[src/rtl/pdp8_mem_pkg.sv]
// Shared definitions for the PDP-8 main-memory arbiter slice.
//   PDP8_ADDR_W / PDP8_DATA_W : 15-bit word address (field+address), 12-bit word
//   state_t                   : access sequencer states
//   owner_t                   : which requester holds the current grant
package pdp8_mem_pkg;

   localparam int PDP8_ADDR_W = 15;
   localparam int PDP8_DATA_W = 12;

   typedef enum logic [2:0] {
      ST_IDLE   = 3'd0,
      ST_READ   = 3'd1,
      ST_WSETUP = 3'd2,
      ST_WPULSE = 3'd3,
      ST_WHOLD  = 3'd4,
      ST_ACK    = 3'd5
   } state_t;

   typedef enum logic {
      OWN_CPU = 1'b0,
      OWN_DMA = 1'b1
   } owner_t;

endpackage

[src/rtl/pdp8_mem_prio.sv]
// Winner selection for the IDLE cycle plus the CPU starvation counter.
//   clk, reset : clock, asynchronous active-high reset
//   idle       : sequencer is in IDLE this cycle
//   cpu_req    : CPU request
//   dma_req    : data-break request
//   grant      : a grant is made this cycle (combinational)
//   owner      : winner of that grant (combinational)
module pdp8_mem_prio
   import pdp8_mem_pkg::*;
#(
   parameter int DMA_BURST = 4
)(
   input  logic   clk,
   input  logic   reset,
   input  logic   idle,
   input  logic   cpu_req,
   input  logic   dma_req,
   output logic   grant,
   output owner_t owner
);

   localparam logic [7:0] BURST_MAX = 8'(DMA_BURST);

   logic [7:0] starve;

   // DMA normally wins; the CPU is forced through once DMA has had BURST_MAX grants in a row.
   always_comb begin
      grant = 1'b0;
      owner = OWN_DMA;
      if (idle && (cpu_req || dma_req)) begin
         grant = 1'b1;
         if (cpu_req && (!dma_req || (starve == BURST_MAX))) begin
            owner = OWN_CPU;
         end else begin
            owner = OWN_DMA;
         end
      end else begin
         grant = 1'b0;
         owner = OWN_DMA;
      end
   end

   // Starve counter: counts DMA grants that bypassed a waiting CPU, saturating.
   always_ff @(posedge clk or posedge reset) begin
      if (reset) begin
         starve <= 8'd0;
      end else if (idle && !cpu_req) begin
         starve <= 8'd0;
      end else if (grant && (owner == OWN_CPU)) begin
         starve <= 8'd0;
      end else if (grant && (starve != BURST_MAX)) begin
         starve <= starve + 8'd1;
      end else begin
         starve <= starve;
      end
   end

endmodule

[src/rtl/pdp8_mem_arb.sv]
// Two-port (CPU / data-break) arbiter and async-SRAM access sequencer.
//   clk, reset                          : clock, asynchronous active-high reset
//   cpu_req/cpu_wr/cpu_addr/cpu_wdata   : CPU request, held until cpu_ack
//   cpu_ack/cpu_rdata                   : one-cycle completion pulse, read data
//   dma_req/dma_wr/dma_addr/dma_wdata   : data-break request, held until dma_ack
//   dma_ack/dma_rdata                   : one-cycle completion pulse, read data
//   mem_addr/mem_wdata/mem_rd/mem_wr    : drive the RAM block
//   mem_rdata                           : RAM read data
//   busy                                : high in every state except IDLE
// Every output comes straight from a flop; next values are computed from next_state.
module pdp8_mem_arb
   import pdp8_mem_pkg::*;
#(
   parameter int RD_CYCLES = 2,
   parameter int WR_CYCLES = 2,
   parameter int DMA_BURST = 4
)(
   input  logic                   clk,
   input  logic                   reset,
   input  logic                   cpu_req,
   input  logic                   cpu_wr,
   input  logic [PDP8_ADDR_W-1:0] cpu_addr,
   input  logic [PDP8_DATA_W-1:0] cpu_wdata,
   output logic                   cpu_ack,
   output logic [PDP8_DATA_W-1:0] cpu_rdata,
   input  logic                   dma_req,
   input  logic                   dma_wr,
   input  logic [PDP8_ADDR_W-1:0] dma_addr,
   input  logic [PDP8_DATA_W-1:0] dma_wdata,
   output logic                   dma_ack,
   output logic [PDP8_DATA_W-1:0] dma_rdata,
   output logic [PDP8_ADDR_W-1:0] mem_addr,
   output logic [PDP8_DATA_W-1:0] mem_wdata,
   output logic                   mem_rd,
   output logic                   mem_wr,
   input  logic [PDP8_DATA_W-1:0] mem_rdata,
   output logic                   busy
);

   localparam logic [7:0] RD_LAST = 8'(RD_CYCLES - 1);
   localparam logic [7:0] WR_LAST = 8'(WR_CYCLES - 1);

   state_t                 state;
   state_t                 next_state;
   owner_t                 owner;
   owner_t                 win;
   logic                   grant;
   logic                   idle;
   logic [7:0]             wait_cnt;
   logic [PDP8_DATA_W-1:0] rdata;
   logic                   sel_wr;
   logic [PDP8_ADDR_W-1:0] sel_addr;
   logic [PDP8_DATA_W-1:0] sel_wdata;
   logic                   nxt_mem_rd;
   logic                   nxt_mem_wr;
   logic                   nxt_busy;
   logic                   nxt_cpu_ack;
   logic                   nxt_dma_ack;

   assign idle      = (state == ST_IDLE);
   assign cpu_rdata = rdata;
   assign dma_rdata = rdata;

   pdp8_mem_prio #(
      .DMA_BURST (DMA_BURST)
   ) u_prio (
      .clk     (clk),
      .reset   (reset),
      .idle    (idle),
      .cpu_req (cpu_req),
      .dma_req (dma_req),
      .grant   (grant),
      .owner   (win)
   );

   // Steer the winning requester's command onto the internal request bus.
   always_comb begin
      if (win == OWN_CPU) begin
         sel_wr    = cpu_wr;
         sel_addr  = cpu_addr;
         sel_wdata = cpu_wdata;
      end else begin
         sel_wr    = dma_wr;
         sel_addr  = dma_addr;
         sel_wdata = dma_wdata;
      end
   end

   // State register.
   always_ff @(posedge clk or posedge reset) begin
      if (reset) begin
         state <= ST_IDLE;
      end else begin
         state <= next_state;
      end
   end

   // Next-state logic for the access sequencer.
   always_comb begin
      next_state = ST_IDLE;
      case (state)
         ST_IDLE: begin
            if (grant) begin
               next_state = sel_wr ? ST_WSETUP : ST_READ;
            end else begin
               next_state = ST_IDLE;
            end
         end
         ST_READ:   next_state = (wait_cnt == RD_LAST) ? ST_ACK : ST_READ;
         ST_WSETUP: next_state = ST_WPULSE;
         ST_WPULSE: next_state = (wait_cnt == WR_LAST) ? ST_WHOLD : ST_WPULSE;
         ST_WHOLD:  next_state = ST_ACK;
         ST_ACK:    next_state = ST_IDLE;
         default:   next_state = ST_IDLE;
      endcase
   end

   // Output decode: values the output flops take on entering next_state.
   always_comb begin
      nxt_mem_rd  = (next_state == ST_READ);
      nxt_mem_wr  = (next_state == ST_WPULSE);
      nxt_busy    = (next_state != ST_IDLE);
      nxt_cpu_ack = (next_state == ST_ACK) && (owner == OWN_CPU);
      nxt_dma_ack = (next_state == ST_ACK) && (owner == OWN_DMA);
   end

   // Wait-state counter: clocks spent so far in the current READ or WPULSE stretch.
   always_ff @(posedge clk or posedge reset) begin
      if (reset) begin
         wait_cnt <= 8'd0;
      end else if (((state == ST_READ) || (state == ST_WPULSE)) && (next_state == state)) begin
         wait_cnt <= wait_cnt + 8'd1;
      end else begin
         wait_cnt <= 8'd0;
      end
   end

   // Grant latch, address/data hold and read-data capture.
   always_ff @(posedge clk or posedge reset) begin
      if (reset) begin
         owner     <= OWN_CPU;
         mem_addr  <= '0;
         mem_wdata <= '0;
         rdata     <= '0;
      end else begin
         if (grant) begin
            owner    <= win;
            mem_addr <= sel_addr;
            if (sel_wr) begin
               mem_wdata <= sel_wdata;
            end
         end
         if ((state == ST_READ) && (wait_cnt == RD_LAST)) begin
            rdata <= mem_rdata;
         end
      end
   end

   // Output flops for strobes, acks and busy.
   always_ff @(posedge clk or posedge reset) begin
      if (reset) begin
         mem_rd  <= 1'b0;
         mem_wr  <= 1'b0;
         busy    <= 1'b0;
         cpu_ack <= 1'b0;
         dma_ack <= 1'b0;
      end else begin
         mem_rd  <= nxt_mem_rd;
         mem_wr  <= nxt_mem_wr;
         busy    <= nxt_busy;
         cpu_ack <= nxt_cpu_ack;
         dma_ack <= nxt_dma_ack;
      end
   end

endmodule

[config.mk]
export PLATFORM = sky130hd
export DESIGN_NAME = pdp8_mem_arb
export DESIGN_NICKNAME = d
export VERILOG_FILES = /design/src/rtl/pdp8_mem_pkg.sv /design/src/rtl/pdp8_mem_prio.sv /design/src/rtl/pdp8_mem_arb.sv
export SDC_FILE = /design/constraint.sdc
export NUM_CORES = 1
export LEC_CHECK = 0
export ABC_AREA = 1
export BUFFER_PORTS_ARGS = -buffer_cell sky130_fd_sc_hd__buf_2
export CAP_MARGIN = 20
export CELL_PAD_IN_SITES_DETAIL_PLACEMENT = 0
export CELL_PAD_IN_SITES_GLOBAL_PLACEMENT = 1
export CORE_UTILIZATION = 35
export DETAILED_ROUTE_END_ITERATION = 8
export PLACE_DENSITY_LB_ADDON = 0.1
export SYNTH_ARGS = -nofsm -noshare
export SYNTH_HDL_FRONTEND = slang
export SYNTH_HIERARCHICAL = 1
export SYNTH_SLANG_ARGS = --single-unit
export TNS_END_PERCENT = 5
[constraint.sdc]
create_clock -name clk -period 2.1 [get_ports clk]
set_input_delay 0 -clock clk [delete_from_list [all_inputs] [get_ports clk]]
set_output_delay 0 -clock clk [all_outputs]
set_load 0.01 [all_outputs]
==> results.yml, run 1 <==
synthesis:
  syn_avg_cell_area_um2: 8.50
  ys_warn_count: 6
  yosys-top-cells-area: "dfrtp_1 50%, nand2_1 11%, nor2_1 6.1%"
  synth_seq_cells: 64
  synth_top_area_share: 0.504
  synth_nets: 450
  synth.distinct_cells: 35
  ys_seq_area_frac: 0.504
  yosys.area.top_type: "dfrtp_1"
  syn_area_mm2: 0.00318
  syn_inst: 374
cts:
  cts-root-buf: "clkbuf_8"
  cts_tree: "built"
  clk_pin_slew_worst_paths_ns: 0.08
  clockBufferDepth: 2
  clock_latency_ns: 0.34
  cts_made_buffers: 9
  cts.sinks: 64
  ctsHtreeMaxLevel: 3
drt:
  drc_errors: 0
  wl_per_cell_um: 12.9
  num_vias: 3130
  routed_wirelength_um: 8810
  drt_iter0_drc: 78
  postRouteAntennaNets: 0
  drt_first_pass_iters: 4
  vias_per_cell: 4.58
run:
  maxCapViolations: 0
floorplan:
  pin_count: 128
  fp.dieArea_mm2: 0.00947
  fp.dieH_um: 97.3
  die_w_um: 97.3
  initial_core_util: 0.363
  core_mm2: 0.00876
  rows: 34
placement:
  place_inst: 590
  gp_congestion: 0.796
  dp_hpwl_um: 5420
  place_area_mm2: 0.00383
  port-buffer-count: 127
sta:
  finalHoldViolations: 0
  min_period_over_period: 0.968
  fmax_mhz: 492
  drv_slew: 0
  max_slew_margin: 0.516
  rsz0062_at_grt: "true"
  post-route-min-period_ns: 2.03
  setup_tns_ns: 0
  setup_viol: 0
  tightest_slew_ns: 0.725
  skew_ns: 0.0131
worst_setup_path:
  reg2reg_slack_ns: 0.07
  cp.arrival_ns: 2.30
  crit_path_max_fanout: 6
  r2r_cells: 10
  required_ns: 2.36
  worstSetupPathType: "flop to flop"
  cp-end-kind: "flop"
  r2r_start: "u_prio/starve[0]"
  critPathLaunchType: "flop"
  r2r_end: "mem_wdata[7]"
grt:
  grt-ovfl-total: 0
  gr-usage-all-layers: 0.190
  antenna_found_initial: 2
  first_global_vias: 3058
  grt_pass1_wl_um: 14400
  grt_max_degree: 57
power_and_ir_drop:
  p_leak_uw: 0.00245
  p_per_area_mw_per_mm2: 1140
  finalPower_uw: 5550
  ir_drop_mv: 0.463
finish:
  nets: 647
  areaGrowthSynthToFinish_pct: 52.6
  layout.cells.non_filler: 684
  drive_above_1_share: 0.344
  diodes: 0
  post-route-util: 0.554
  fin_area_mm2: 0.00485
min_path:
  min_path_cells: 3
  hold_start: "cpu_addr[7]"
  hold_end: "mem_addr[7]"
  hp-class: "primary input to flop"
status:
  outcome: "finished, final reports clean"
==> worst max-delay path, stage by stage, from the launching register on <==
cell	delay [ns]
dfrtp_1	0.39
inv_2	0.08
ha_4	0.15
nand3b_1	0.11
nor2_4	0.05
o211ai_1	0.32
nand2_1	0.17
a21oi_4	0.30
clkbuf_16	0.21
nor2_1	0.04
a31oi_1	0.13
==> timing repair <==
item,4_1_cts,5_1_grt
hold buffers,67,0
gates resized for setup,0,8
hold endpoints to repair,104,0
endpoints found under the setup margin,0,14
buffers inserted,0,9
==> flip-flops by register name, summed over array words and instances (netlist names), 3 cells and up <==
signal / cells
cpu_rdata: 12
mem_addr: 15
mem_wdata: 12
state: 3
u_prio/starve: 8
wait_cnt: 8
==> cell usage in the layout, fill, tap and decap left out, types with 12 or more instances in the layout <==
cell type / netlist / routed
a31oi_1: 12 / 12
buf_2: 6 / 127
buf_4: 13 / 15
dfrtp_1: 64 / 64
dlygate4sd3_1: 0 / 67
inv_1: 31 / 29
nand2_1: 89 / 89
nor2_1: 52 / 48
o21ai_0: 31 / 31
o21ai_2: 12 / 12
==> worst max path at each step <==
stage,from,to,slack [ns],cells past startpoint
finish,u_prio/starve[0],mem_wdata[7],0.07,10
global route,u_prio/starve[0],mem_wdata[0],-0.03,10
CTS,u_prio/starve[0],mem_wdata[4],0.14,10
detailed placement,u_prio/starve[0],mem_wdata[6],0.15,10
global placement,u_prio/starve[0],mem_wdata[11],0.20,10
floorplan,state[0],mem_wdata[0],0.22,12
==> metrics by stage <==
step | setup slack [ns] | hold WS (ns)
final | 0.0666 | 0.0101
after detailed placement | 0.149 | -0.0103
after floorplan | 0.216 | -0.184
after global routing | -0.0334 | 0.0146
after CTS | 0.144 | 0.000658
after global placement | 0.201 | -0.00316
==> area by class of cell <==
| type | count | area [µm²] |
|---|---|---|
| tap | 108 | 135 |
| inverter | 36 | 138 |
| timing repair buffer | 212 | 1490 |
| sequential | 64 | 1600 |
| clock buffer | 10 | 138 |
| fill | 813 | 3910 |
| multi-input combinational | 248 | 1280 |
| clock inverter | 6 | 66.3 |
==> logic make-up after synthesis <==
group                    Yosys count  share of synthesized area
flip-flops                        64                      0.504
XOR/XNOR                           7                     0.0193
adder cells (fa/ha/maj)            4                     0.0157
AO/OA/AOI/OAI                     65                      0.128
AND/OR/NAND/NOR                  172                      0.232
buffers and inverters             62                      0.101
==> cell usage after synthesis <==
library cell	n
a21oi_1	1
nor3_2	1
buf_2	6
o21ai_2	12
o21bai_1	1
nor2_4	2
clkinv_1	1
inv_2	3
nand2_1	89
xnor2_1	3
nand3_1	8
a21oi_2	1
a21boi_0	1
nand3b_1	1
xor2_1	4
nor2_1	52
buf_6	4
clkbuf_1	1
o211ai_1	1
o21ai_1	4
a21oi_4	1
nand3_4	1
nor3b_1	1
nor2_2	5
o21ai_0	31
nor3_1	2
a31oi_1	12
dfrtp_1	64
buf_4	13
buf_1	2
nand2_2	3
inv_1	31
nand4_1	7
ha_1	4
inv_4	1
==> report_power, final <==
part,switching (µW),internal [µW]
logic,1400,1070
registers,278,1710
clock network,499,582
total,2180,3370
==> layer usage <==
metal,track usage,vias up,share of wire
met5,0,-,0.0023
met4,0.0905,4,0.024
met3,0.0417,21,0.049
met2,0.315,102,0.49
met1,0.234,1430,0.43
li1,-,1573,-
(Power assumes the default switching activity.)
==> run 2, diff against run 1 <==
==> constraint.sdc (replaced) <==
create_clock -name clk -period 2.1 [get_ports clk]
set_input_delay 0.42 -clock clk [delete_from_list [all_inputs] [get_ports clk]]
set_output_delay 0.42 -clock clk [all_outputs]
set_load 0.01 [all_outputs]
==> run 2 against run 1 <==
Non-clock buffer count down 75. Combinational power down 11%. Count of clock-buffer cells in the layout unchanged. Maximum frequency is 5.6% higher. Global-route usage decreased by 2.0 points. Critical endpoint is now mem_wdata[2]. Largest cell class unchanged.
==> results.yml, run 2 (same netlist as run 1, synthesis figures left out) <==
power_and_ir_drop:
  seqPwrFrac: 0.361
  swShare: 0.379
  clkPwrFrac: 0.242
  combPwrFrac: 0.397
  switching_power_uw: 2090
  p_leak_uw: 0.00215
  ir_drop_mv: 0.442
  internal-power_uw: 3420
  p_per_area_mw_per_mm2: 1340
sta:
  setup_viol: 0
  skew_ns: 0.00873
  min_period_over_period: 0.917
  fmax_mhz: 520
  finalHoldViolations: 0
  hold_slack_ns: 0.0472
  max_slew_margin: 0.633
  post-route-min-period_ns: 1.92
  drv_slew: 0
  tightest_slew_ns: 0.547
drt:
  routed-wl-met3_um: 469
  num_vias: 2780
  drt_iter0_drc: 93
  highest_layer: "met4"
  wl_met2_um: 3480
  postRouteAntennaNets: 0
  drc_errors: 0
  vias_per_cell: 4.56
  drt_first_pass_iters: 4
  routed_wirelength_um: 7640
  wl_per_cell_um: 12.5
  wl_met1_um: 3540
grt:
  grt_max_degree: 57
  antenna_found_initial: 0
  grt_pass1_wl_um: 12700
  gr-usage-all-layers: 0.170
  first_global_vias: 2607
  grt-ovfl-total: 0
placement:
  place_inst: 592
  gp_congestion: 0.794
  port-buffer-count: 127
  dp_hpwl_um: 5510
finish:
  diodes: 0
  mostFrequentLayoutCell: "buf_2"
  largest_register_ff_count: 15
  areaGrowthSynthToFinish_pct: 29.6
  drive_above_1_share: 0.369
  layout.cells.non_filler: 609
  nFillCells: 897
  top_register: "mem_addr"
  nets: 572
  mostFrequentLayoutCells: "127 x buf_2, 89 x nand2_1, 64 x dfrtp_1"
status:
  outcome: "finished, final reports clean"
cts:
  cts-root-buf: "clkbuf_8"
  cts_tree: "built"
  clock_latency_ns: 0.34
  ctsHtreeMaxLevel: 3
  cts_hold_buf: 0
  clk_pin_slew_worst_paths_ns: 0.08
  clockBufferDepth: 2
  cts_made_buffers: 9
  cts.sinks: 64
floorplan:
  pin_count: 128
  die_w_um: 97.3
  rows: 34
  core_mm2: 0.00876
  fp.dieArea_mm2: 0.00947
  initial_core_util: 0.363
  fp.dieH_um: 97.3
worst_setup_path:
  cp.arrival_ns: 2.19
  cp-end-kind: "flop"
  critPathLaunchType: "flop"
  required_ns: 2.37
  worstSetupPathType: "flop to flop"
  crit_path_max_fanout: 25
run:
  maxCapViolations: 0
min_path:
  hp-class: "primary input to async pin"
==> run 2: through the flow <==
stage | util | setup slack [ns] | setup TNS [ns] | cell area (µm²) | power (µW)
2_1_floorplan | - | 0.216 | 0 | 3180 | 3520
3_3_place_gp | 0.440 | 0.224 | 0 | 3860 | 4200
3_5_place_dp | 0.440 | 0.154 | 0 | 3860 | 4240
4_1_cts | 0.469 | 0.145 | 0 | 4110 | 5590
5_1_grt | 0.470 | -0.0158 | -0.0175 | 4120 | 5940
6_report | 0.470 | 0.175 | 0 | 4120 | 5510
==> run 2: final cells by class <==
class,instances,area (µm²),share of cell area
clock buffers,10,138,0.0334
clock inverters,6,115,0.0279
inverters,36,138,0.0334
multi-input cells,248,1260,0.306
flip-flops and latches,64,1600,0.388
well taps,108,135,0.0328
repair buffers,137,736,0.178
==> run 2: routing by layer <==
layer  up-vias  track usage
met5         -            0
met4         0       0.0871
met3        11       0.0367
met2        91        0.259
met1      1249        0.227
li1       1429            -
==> run 2: path summary, 6_finish.rpt <==
check | from | endpoint | slack (ns) | cells past startpoint
min in group clk | mem_rdata[0] | cpu_rdata[0] | 0.32 | 3
max in group asynchronous | reset | mem_addr[5] | 1.70 | 3
min reg2reg | owner | cpu_ack | 0.42 | 1
max | u_prio/starve[0] | mem_wdata[2] | 0.18 | 10
max reg2reg | u_prio/starve[0] | mem_wdata[2] | 0.18 | 10
min | reset | u_prio/starve[5] | 0.05 | 2
==> run 2: repair_timing <==
item                                   4_1_cts  5_1_grt
resized for setup                            0        1
endpoints found under the hold margin        0        0
setup endpoints to repair                    0       12
buffers inserted                             0        1
==> run 2: power by group through the flow <==
stage / Combinational [µW] / Sequential [µW] / Clock (µW)
after floorplan: 1330 / 2190 / 0
after global placement: 2200 / 2000 / 0
after detailed placement: 2230 / 2010 / 0
after CTS: 2230 / 1990 / 1370
after global routing: 2460 / 2060 / 1420
final: 2190 / 1990 / 1330
==> run 2: worst max-delay path: stages (launching register included) <==
cell and delay [ns]:
dfrtp_1 0.41, inv_2 0.08, ha_1 0.19, nand3b_1 0.09, nor2_2 0.06, o211ai_1 0.30
nand2_1 0.18, a21oi_4 0.19, buf_12 0.17, nor2_1 0.05, a31oi_1 0.13
==> run 3, diff against run 2 <==
--- a/config.mk
+++ b/config.mk
@@ -6,7 +6,7 @@
 export NUM_CORES = 1
 export LEC_CHECK = 0
 export ABC_AREA = 1
-export BUFFER_PORTS_ARGS = -buffer_cell sky130_fd_sc_hd__buf_2
+export BUFFER_PORTS_ARGS = -buffer_cell sky130_fd_sc_hd__buf_4
 export CAP_MARGIN = 20
 export CELL_PAD_IN_SITES_DETAIL_PLACEMENT = 0
 export CELL_PAD_IN_SITES_GLOBAL_PLACEMENT = 1
==> run 3 against run 2 <==
Die area unchanged. Cell count is 1.5% higher. Maximum frequency is 5.1% lower. Non-clock buffer count up 9. Hold slack about the same. Clock power is 20% lower. First-iteration DRC count shrank 25%. Routed wire length rose by 6.7%.
==> results.yml, run 3 (same netlist as run 1, synthesis figures left out) <==
floorplan:
  initial_core_util: 0.363
  rows: 34
  fp.dieArea_mm2: 0.00947
  core_mm2: 0.00876
  die_w_um: 97.3
  fp.dieH_um: 97.3
  pin_count: 128
drt:
  vias_per_cell: 4.69
  drt_iter0_drc: 70
  drt_first_pass_iters: 4
  wl_per_cell_um: 13.2
  num_vias: 2901
  drc_errors: 0
  routed_wirelength_um: 8160
  postRouteAntennaNets: 0
power_and_ir_drop:
  ir_drop_mv: 0.525
  clkPwrFrac: 0.185
  p_leak_uw: 0.00228
  seqPwrFrac: 0.349
  switching_power_uw: 2170
  finalPower_uw: 5760
  combPwrFrac: 0.466
  p_per_area_mw_per_mm2: 1280
  internal-power_uw: 3590
  swShare: 0.377
grt:
  grt_pass1_wl_um: 13100
  gr-usage-all-layers: 0.176
  first_global_vias: 2730
  grt-ovfl-total: 0
  antenna_found_initial: 0
  grt_max_degree: 57
worst_setup_path:
  crit_family: "compound AO/OA/AOI/OAI gates"
  required_ns: 2.37
  worstSetupPathType: "flop to flop"
  crit_path_max_fanout: 6
  cp.arrival_ns: 2.29
  critical_path_buf_inv_count: 2
  path_cells: "inv_1, ha_2, nand3b_1, nor2_2, o211ai_1, nand2_1, a21oi_4, clkbuf_16, nor2_1, a31oi_1"
  cp-end-kind: "flop"
  max_stage_delay_ns: 0.39
  critPathLaunchType: "flop"
  crit_slowest_cell: "dfrtp_1"
cts:
  cts-root-buf: "clkbuf_8"
  clockBufferDepth: 2
  cts_made_buffers: 9
  clock_latency_ns: 0.34
  ctsHtreeMaxLevel: 3
  cts.sinks: 64
  cts_tree: "built"
  clk_pin_slew_worst_paths_ns: 0.08
  cts_hold_buf: 0
placement:
  dp_hpwl_um: 5600
  gp_congestion: 0.799
  place_inst: 591
  port-buffer-count: 127
sta:
  tightest_slew_ns: 0.556
  finalHoldViolations: 0
  drv_slew: 0
  setup_viol: 0
  skew_ns: 0.0121
  max_slew_margin: 0.627
  rsz0062_at_grt: "true"
  fmax_mhz: 493
  post-route-min-period_ns: 2.03
  min_period_over_period: 0.965
run:
  maxCapViolations: 0
finish:
  layout.cells.non_filler: 618
  top_register: "mem_addr"
  mostFrequentLayoutCells: "142 x buf_4, 88 x nand2_1, 64 x dfrtp_1"
  multi_input_area_mm2: 0.00127
  areaGrowthSynthToFinish_pct: 41.4
  diodes: 0
  nets: 581
  regArea_mm2: 0.00160
  largest_register_ff_count: 15
  nFillCells: 843
  mostFrequentLayoutCell: "buf_4"
  drive_above_1_share: 0.388
min_path:
  hp-class: "primary input to async pin"
status:
  outcome: "finished, final reports clean"
## run 3: cell count changes in the layout (fill, tap and decap cells not counted), sizes merged
cell    delta
inv        -1
clkbuf     +3
bufinv     -2
clkinv     +2
buf        +7
## run 3: through the flow
| step | utilization | instance area, µm² | worst slack (ns) | TNS (ns) | hold slack (ns) |
|---|---|---|---|---|---|
| finish | 0.513 | 4500 | 0.0726 | 0 | 0.0473 |
| global route | 0.513 | 4500 | -0.0846 | -0.718 | 0.0422 |
| CTS | 0.498 | 4370 | 0.0866 | 0 | 0.0493 |
| detailed placement | 0.476 | 4170 | 0.106 | 0 | 0.420 |
| global placement | 0.476 | 4170 | 0.186 | 0 | 0.412 |
| floorplan | - | 3180 | 0.216 | 0 | 0.236 |
## run 3: path summary, 6_finish.rpt
kind | startpoint | to | slack, ns | depth (start not counted)
setup / recovery | u_prio/starve[1] | mem_wdata[9] | 0.07 | 10
hold / removal | reset | u_prio/starve[2] | 0.05 | 2
setup reg to reg | u_prio/starve[1] | mem_wdata[9] | 0.07 | 10
hold reg to reg | owner | cpu_ack | 0.43 | 1
max in group asynchronous | reset | mem_addr[0] | 1.70 | 3
min in group clk | mem_rdata[4] | cpu_rdata[4] | 0.33 | 3
## run 3: final cells by class
cell class | count | share of cell area
Clock buffer | 11 | 0.0314
Multi-Input combinational cell | 248 | 0.282
Sequential cell | 64 | 0.356
Clock inverter | 5 | 0.0125
Tap cell | 108 | 0.0300
Inverter | 36 | 0.0306
Timing Repair Buffer | 146 | 0.257
## run 3: repair_timing
item | CTS | global route
setup buffers | 0 | 9
endpoints found under the setup margin | 0 | 23
gates resized for setup | 0 | 6
## run 3: worst reg2reg max path, stage by stage, from the launching register on
cell and delay, ns:
dfrtp_1 0.39, inv_1 0.08, ha_2 0.17, nand3b_1 0.09, nor2_2 0.05, o211ai_1 0.30
nand2_1 0.18, a21oi_4 0.30, clkbuf_16 0.22, nor2_1 0.04, a31oi_1 0.13
## run 3: per-layer routing
layer,share of wire,GRT usage
met1,0.45,0.227
met2,0.46,0.271
met3,0.066,0.0540
met4,0.032,0.0848
met5,0,0
## run 3: power by group through the flow
stage	logic, µW	clock network, µW	registers (µW)
final	2680	1070	2010
after global routing	2990	1160	2080
after floorplan	1330	0	2190
after detailed placement	2540	0	2030
after CTS	2540	1100	2020
after global placement	2510	0	2020
